$ cat config.mk
export PLATFORM = sky130hd
export DESIGN_NAME = conv_window_sequencer
export DESIGN_NICKNAME = d
export VERILOG_FILES = /design/src/rtl/conv_window_sequencer.sv
export SDC_FILE = /design/constraint.sdc
export NUM_CORES = 1
export LEC_CHECK = 0
export ABC_AREA = 1
export CORE_MARGIN = 2
export CORE_UTILIZATION = 59
export CTS_BUF_LIST = sky130_fd_sc_hd__clkbuf_4 sky130_fd_sc_hd__clkbuf_8
export DETAILED_ROUTE_END_ITERATION = 8
export PLACE_DENSITY = 0.89
export SYNTH_ARGS = -nofsm -noshare
export SYNTH_HDL_FRONTEND = slang
export SYNTH_SLANG_ARGS = --single-unit
$ cat constraint.sdc
create_clock -name clk -period 10.5 [get_ports clk]
set_clock_uncertainty 0.2 [all_clocks]
set_input_delay 2.1 -clock clk [delete_from_list [all_inputs] [get_ports clk]]
set_output_delay 2.1 -clock clk [all_outputs]
set_load 0.02 [all_outputs]
$ cat src/rtl/conv_window_sequencer.sv
// Walks a stored 8-bit image in raster order and streams each 3x3 window, one byte per
// single-cycle strobe, to the window-assembly bridge. Define CONV_SEQ_PAD_EN for 1-pixel zero padding.
module conv_window_sequencer #(
    parameter int IMG_W  = 28,
    parameter int IMG_H  = 28,
    parameter int ADDR_W = 10
) (
    input  logic              clk,
    input  logic              rst_n,
    input  logic              start,
    output logic              busy,
    output logic              done,
    output logic              mem_rd_en,
    output logic [ADDR_W-1:0] mem_addr,
    input  logic [7:0]        mem_rdata,
    output logic [7:0]        out_data,
    output logic              out_valid,
    input  logic              win_ack,
    output logic [7:0]        win_row,
    output logic [7:0]        win_col
);

    localparam logic [2:0] S_IDLE = 3'd0;
    localparam logic [2:0] S_RD   = 3'd1;
    localparam logic [2:0] S_CAP  = 3'd2;
    localparam logic [2:0] S_STB  = 3'd3;
    localparam logic [2:0] S_WAIT = 3'd4;
    localparam logic [2:0] S_FIN  = 3'd5;

`ifdef CONV_SEQ_PAD_EN
    // win_row/win_col name the window centre, so every pixel is a centre
    localparam logic [7:0] LAST_ROW = 8'(IMG_H - 1);
    localparam logic [7:0] LAST_COL = 8'(IMG_W - 1);
`else
    localparam logic [7:0] LAST_ROW = 8'(IMG_H - 3);
    localparam logic [7:0] LAST_COL = 8'(IMG_W - 3);
`endif

    logic [2:0]        state;
    logic [1:0]        k_row;
    logic [1:0]        k_col;
    logic [ADDR_W-1:0] tap_row;
    logic [ADDR_W-1:0] tap_col;
    logic [ADDR_W-1:0] tap_addr;
    logic              last_tap;

`ifdef CONV_SEQ_PAD_EN
    logic tap_in;
    logic tap_in_q;

    // tap_row/tap_col carry a +1 offset here; 0 and IMG+1 are the padding ring
    always_comb begin
        tap_row  = ADDR_W'(win_row) + ADDR_W'(k_row);
        tap_col  = ADDR_W'(win_col) + ADDR_W'(k_col);
        tap_in   = (tap_row != '0) && (tap_row <= ADDR_W'(IMG_H)) &&
                   (tap_col != '0) && (tap_col <= ADDR_W'(IMG_W));
        tap_addr = (tap_row - ADDR_W'(1)) * ADDR_W'(IMG_W) + (tap_col - ADDR_W'(1));
    end

    assign mem_rd_en = (state == S_RD) && tap_in;
`else
    always_comb begin
        tap_row  = ADDR_W'(win_row) + ADDR_W'(k_row);
        tap_col  = ADDR_W'(win_col) + ADDR_W'(k_col);
        tap_addr = tap_row * ADDR_W'(IMG_W) + tap_col;
    end

    assign mem_rd_en = (state == S_RD);
`endif

    assign mem_addr  = mem_rd_en ? tap_addr : '0;
    assign out_valid = (state == S_STB);
    assign done      = (state == S_FIN);
    assign last_tap  = (k_row == 2'd2) && (k_col == 2'd2);

    always_ff @(posedge clk) begin
        if (!rst_n) begin
            state    <= S_IDLE;
            busy     <= 1'b0;
            k_row    <= 2'd0;
            k_col    <= 2'd0;
            win_row  <= 8'd0;
            win_col  <= 8'd0;
            out_data <= 8'd0;
`ifdef CONV_SEQ_PAD_EN
            tap_in_q <= 1'b0;
`endif
        end else begin
            case (state)
                S_IDLE: begin
                    if (start) begin
                        state   <= S_RD;
                        busy    <= 1'b1;
                        win_row <= 8'd0;
                        win_col <= 8'd0;
                        k_row   <= 2'd0;
                        k_col   <= 2'd0;
                    end
                end
                S_RD: begin
                    state <= S_CAP;
`ifdef CONV_SEQ_PAD_EN
                    tap_in_q <= tap_in;
`endif
                end
                S_CAP: begin
`ifdef CONV_SEQ_PAD_EN
                    out_data <= tap_in_q ? mem_rdata : 8'd0;
`else
                    out_data <= mem_rdata;
`endif
                    state <= S_STB;
                end
                S_STB: begin
                    if (last_tap) begin
                        k_row <= 2'd0;
                        k_col <= 2'd0;
                        state <= S_WAIT;
                    end else begin
                        if (k_col == 2'd2) begin
                            k_col <= 2'd0;
                            k_row <= k_row + 2'd1;
                        end else begin
                            k_col <= k_col + 2'd1;
                        end
                        state <= S_RD;
                    end
                end
                S_WAIT: begin
                    if (win_ack) begin
                        if (win_row == LAST_ROW && win_col == LAST_COL) begin
                            state <= S_FIN;
                        end else begin
                            state <= S_RD;
                            if (win_col == LAST_COL) begin
                                win_col <= 8'd0;
                                win_row <= win_row + 8'd1;
                            end else begin
                                win_col <= win_col + 8'd1;
                            end
                        end
                    end
                end
                S_FIN: begin
                    busy  <= 1'b0;
                    state <= S_IDLE;
                end
                default: state <= S_IDLE;
            endcase
        end
    end

endmodule

# Word-level counts from Yosys, hierarchy flattened
# Cells that the tools add are included.
[classes] n_addsub=7 mul=1 n_eq_ne=14 mux=24 n_reduce_logical=12
[op_table] op="$mux W8" count=7
[op_table] op="$pmux W8 S2" count=2
[op_table] op="$add A8 B2 Y9" count=2
[op_table] op="$add A8 B1 Y8 const B" count=2
[op_table] op="$eq A8 B5 Y1 const B" count=2
[op_table] op="$pmux W3 S5" count=1
[op_table] op="$mux W3" count=4
[op_table] op="$add A10 B9 Y10" count=1
[op_table] op="$mux W10" count=1
[op_table] op="$mux W2" count=5
[op_table] op="$mul A9 B3 Y8 const B" count=1
[op_table] op="$ne A2 B2 Y1 const B" count=4
[op_table] op="$pmux W2 S2" count=2
[op_table] op="$eq A3 B2 Y1 const B" count=2
[op_table] op="$eq A3 B3 Y1 const B" count=2
[op_table] op="$reduce_and A2 Y1" count=3
[op_table] op="$reduce_bool A2 Y1" count=3
[op_table] op="$reduce_and A5 Y1" count=1
[op_table] op="$add A2 B1 Y2 const B" count=2
[op_table] op="$eq A2 B2 Y1 const B" count=2
[op_table] op="$reduce_and A4 Y1" count=1
[op_table] op="$eq A3 B1 Y1 const B" count=1
[op_table] op="$logic_not A3 Y1" count=1
[op_table] op="$ne A3 B1 Y1 const B" count=1
[op_table] op="4 further kinds" count=5
[word_totals] ff_bits=32

# Depth between registers and ports, before layout
[logic_depth] depth_word=5 depth_mapped=22 depth_no_buf=22

# Least setup slack after synthesis
# OpenSTA, ideal clock, no wires.
[synth_path] kind="reg2out" from="register win_row[0]" to="output port mem_addr[9]" arrival_ns=3.969 required_time_ns=8.200 path_slack_ns=4.231 stages_incl_launch_ff=21 path_cell_list="dfxtp_1 > ha_1 > fa_1 > nand2_1 > inv_1 > nor2_1 > fa_1 > ha_1 > fa_1 > xor2_1 > ha_1 > nand2_1 > nor2_1 > nand2_1 > nand3_1 > nand2_1 > nand2_1 > nand2_1 > nand3_1 > nand2_1 > nor2_1"
[synth_via] elab_chain_cells=4
[synth_lines] item="start: declaration" line="19" text="output logic [7:0] win_row,"
[synth_lines] item="start signal: assignment" line="137" text="win_row <= win_row + 8'd1;"
[synth_lines] item="$add A8 B2 Y9" line="63" text="tap_row = ADDR_W'(win_row) + ADDR_W'(k_row);"
[synth_lines] item="$mul A9 B3 Y8" line="65" text="tap_addr = tap_row * ADDR_W'(IMG_W) + tap_col;"
[synth_lines] item="$add A10 B9 Y10" line="65"
[synth_lines] item="$mux W10" line="71" text="assign mem_addr = mem_rd_en ? tap_addr : '0;"
[synth_lines] item="end: declaration" line="14" text="output logic [ADDR_W-1:0] mem_addr,"
# No other way between the ends.

# Worst setup path after layout
# Ends and elaborated chain as after synthesis.

==> results.txt <==
----------------------------------------------------
[Floorplan]
  Cell Rows ... 24
  Die X ... 70.9 µm
  Number of top-level design ports ... 50
  Height of the die ... 70.9 µm
  Die outline area ... 5020 µm²
  Placeable core region ... between 4000 and 5000 µm²
  Initial standard-cell utilization of the core ... 0.610

[Power]
  Cell leakage power ... about 0.0015 µW
  Clock group share of total power ... 0.322
  Ratio of total power to cell area ... 114 nW/µm²
  Fraction of power consumed by sequential logic ... 0.371
  Cell Int Power ... ~250 µW
  Pwr Total ... ~370 µW
  Sw Share ... 0.342
  Switching power of the nets ... 127 µW
  Proportion of power drawn by combinational gates ... 0.308
  Maximum VDD drop ... ~110 µV

[Synthesis]
  Number of synthesized register bits ... 32
  Synthesized instance count ... 389
  Number of different library cells in the post-synthesis netlist ... 35
  FFs w/ async S/R, synth ... 0
  Syn avg cell area ... 6.78 µm²
  Fraction of synthesized cell area taken by the top area cell type ... 0.243
  Cell with the most instances after synthesis ... sky130_fd_sc_hd__nand2_1
  Part of the Yosys area used for sequential elements ... 0.243
  Net Count, Synth ... approximately 430
  Synth area leader ... sky130_fd_sc_hd__dfxtp_1
  Warnings from Yosys ... 0
  Main area contributors after synthesis ... sky130_fd_sc_hd__dfxtp_1 (24%), sky130_fd_sc_hd__nand2_1 (13%), sky130_fd_sc_hd__ha_1 (11%), sky130_fd_sc_hd__inv_1 (7.0%), sky130_fd_sc_hd__a21oi_1 (6.3%)
  Top_reg_cell synth ... sky130_fd_sc_hd__dfxtp_1
  Number of enable flip-flop cells after synthesis ... 0
  Post-synth design cell area ... 2640 µm²
  Leading cell types by count after synthesis ... sky130_fd_sc_hd__nand2_1 (93), sky130_fd_sc_hd__inv_1 (49), sky130_fd_sc_hd__nor2_1 (37)

[Global route]
  Maximum number of pins on one net before global-route repair ... 18
  Vias in the first global route ... 2458
  Global router's overall resource usage ... 0.256
  Initial antenna violation count ... 0
  Global-route wire length before repair ... 10600 µm
  Remaining global-route overflow ... 0

[Flow run]
  Count of maximum capacitance violations ... 0

[Route]
  DRC violations left ... 0
  Wire length per cell after detailed routing ... 12.4 µm
  Routed via count divided by cell count ... 5.39
  Total via count after detailed routing ... ~2700
  Number of nets with antenna violations after detailed routing ... 0
  Post-detailed-routing wire length ... a little over 6000 µm
  Number of search-and-repair iterations in the first detailed-routing pass ... 6
  Initial DRC count ... 121

[Placement]
  Total placed instance area ... between 3000 and 4000 µm²
  Post-Place Setup Slack ... 3.63 ns
  RD Place Congestion ... 0.882
  Post-detail-place hpwl ... 4630 µm
  Port buffer count ... 49

[Clock tree]
  Maximum number of buffers from clock root to sink ... 2
  Quantity of gates resized following cts ... 0
  Total clock buffers created by CTS ... 5
  CTS clk-pin slew, worst paths ... around 0.08 ns
  Clk root buf ... sky130_fd_sc_hd__clkbuf_8
  CTS tree ... yes
  Buffers inserted by post-CTS timing repair ... 0
  Clock sink total ... 32
  Worst-Skew Late Latency ... 0.29 ns
  Hold-fix buffers, CTS ... 0
  H-tree depth ... 2

[Setup path]
  Element type at the critical path start ... flip-flop
  Worst Path Required ... ~8.2 ns
  Critical path endpoint category ... primary output
  Type of the setup path with the least slack ... reg -> out
  Critical path arrival ... 4.94 ns
  Worst Path Max Fanout ... 8

[Finish]
  Filler cell count in the final layout ... 348
  Number of antenna repair diodes ... 0
  Number of nets at the end of the flow ... about 480
  Final standard cell utilization of the core ... 0.758
  Share of cells above drive strength 1 ... 0.0841
  Final design area excluding fillers ... 3280 µm²
  Relative area change from synthesis to final layout ... 24.2%

[Timing]
  Setup repair after global routing missed its margin ... no
  Max Clock Freq ... ~0.14 GHz
  Setup Total Neg Slack ... 0 ns
  Post-route worst setup slack ... between 3 and 4 ns
  Final critical-path required period ... 7.24 ns
  Slew Viols, Final ... 0
  Final period util ... 0.689
  Number of setup violations in the final report ... 0
  Number of hold violations in the final report ... 0
  Relative slew slack ... 0.642
  Measured slew at the worst slew-check pin ... 0.536 ns

[Worst hold path]
  Worst hold-check path type ... reg -> reg

[Outcome]
  Result of the run ... finished, final reports clean

----------------------------------------------------
-- worst paths after layout --
path | cells after the start | slack (ns) | from | end
worst max-delay path | 21 | 3.26 | win_row[0] | mem_addr[9]
worst min-delay path | 2 | 0.25 | out_data[4] | out_data[4]
worst max register to register | 8 | 8.50 | win_row[0] | win_col[2]
worst min register to register | 2 | 0.25 | out_data[4] | out_data[4]
-- stage by stage --
stage               std cells  hold slack (ns)
floorplan                 389            0.235
global placement          484            0.232
detailed placement        484            0.240
CTS                       492            0.251
global route              492            0.264
finish                    492            0.251
-- state kept, by name, summed over array words and instances, names as in the netlist --
signal / cells
out_data: 8
win_col: 8
win_row: 8
state: 3
k_col: 2
k_row: 2
busy: 1
-- logic make-up (layout without fill, tap and decap cells) --
group	Yosys count	count (layout)	share of synthesized area
and+or+nand+nor	188	188	0.332
adders and majority gates	28	28	0.147
AOI/OAI and AO/OA	55	55	0.112
xor gates and xnor gates	20	20	0.0664
DFF	32	32	0.243
buffers and inverters	66	117	0.100
-- power groups by stage --
stage	Clock [µW]	Sequential, µW	Combinational [µW]
finish	120	138	115
global route	124	139	126
CTS	120	138	115
detailed placement	0	141	114
global placement	0	140	112
floorplan	0	147	67.8
-- critical path, stage by stage (launching register included) --
cell and delay, ns:
sky130_fd_sc_hd__dfxtp_1 0.40, sky130_fd_sc_hd__ha_1 0.28, sky130_fd_sc_hd__fa_1 0.41, sky130_fd_sc_hd__nand2_1 0.10, sky130_fd_sc_hd__inv_1 0.06, sky130_fd_sc_hd__nor2_1 0.34
sky130_fd_sc_hd__fa_1 0.49, sky130_fd_sc_hd__ha_1 0.23, sky130_fd_sc_hd__fa_1 0.40, sky130_fd_sc_hd__xor2_1 0.16, sky130_fd_sc_hd__ha_1 0.36, sky130_fd_sc_hd__nand2_1 0.09
sky130_fd_sc_hd__nor2_1 0.15, sky130_fd_sc_hd__nand2_1 0.07, sky130_fd_sc_hd__nand3_1 0.08, sky130_fd_sc_hd__nand2_1 0.07, sky130_fd_sc_hd__nand2_1 0.06, sky130_fd_sc_hd__nand2_1 0.06
sky130_fd_sc_hd__nand3_1 0.09, sky130_fd_sc_hd__nand2_1 0.05, sky130_fd_sc_hd__nor2_1 0.09, sky130_fd_sc_hd__clkdlybuf4s50_1 0.60
-- cells in the final DEF, fill, tap and decap left out, types with 9 or more instances in the layout --
cell	instances
sky130_fd_sc_hd__nand2_1	93
sky130_fd_sc_hd__inv_1	49
sky130_fd_sc_hd__clkdlybuf4s50_1	49
sky130_fd_sc_hd__nor2_1	37
sky130_fd_sc_hd__a21oi_1	33
sky130_fd_sc_hd__dfxtp_1	32
sky130_fd_sc_hd__nand3_1	26
sky130_fd_sc_hd__ha_1	23
sky130_fd_sc_hd__xor2_1	17
sky130_fd_sc_hd__o21ai_0	14
sky130_fd_sc_hd__inv_2	9
-- routing by layer --
metal / global-route usage / part of all wire / vias to the layer above
met5: 0 / 0 / -
met4: 0.0881 / 0.018 / 0
met3: 0.0399 / 0.050 / 11
met2: 0.453 / 0.49 / 81
met1: 0.317 / 0.44 / 1219
li1: - / - / 1342
-- final cells by class --
| cell class | instances | area, µm² | area share |
|---|---|---|---|
| Clock inverter | 3 | 42.5 | 0.0130 |
| Tap cell | 52 | 65.1 | 0.0198 |
| Sequential cell | 32 | 641 | 0.195 |
| Clock buffer | 5 | 68.8 | 0.0210 |
| Inverter | 59 | 229 | 0.0698 |
| Multi-Input combinational cell | 291 | 1730 | 0.529 |
| Timing Repair Buffer | 50 | 498 | 0.152 |
Note: power is estimated with default switching activity, not from simulation.
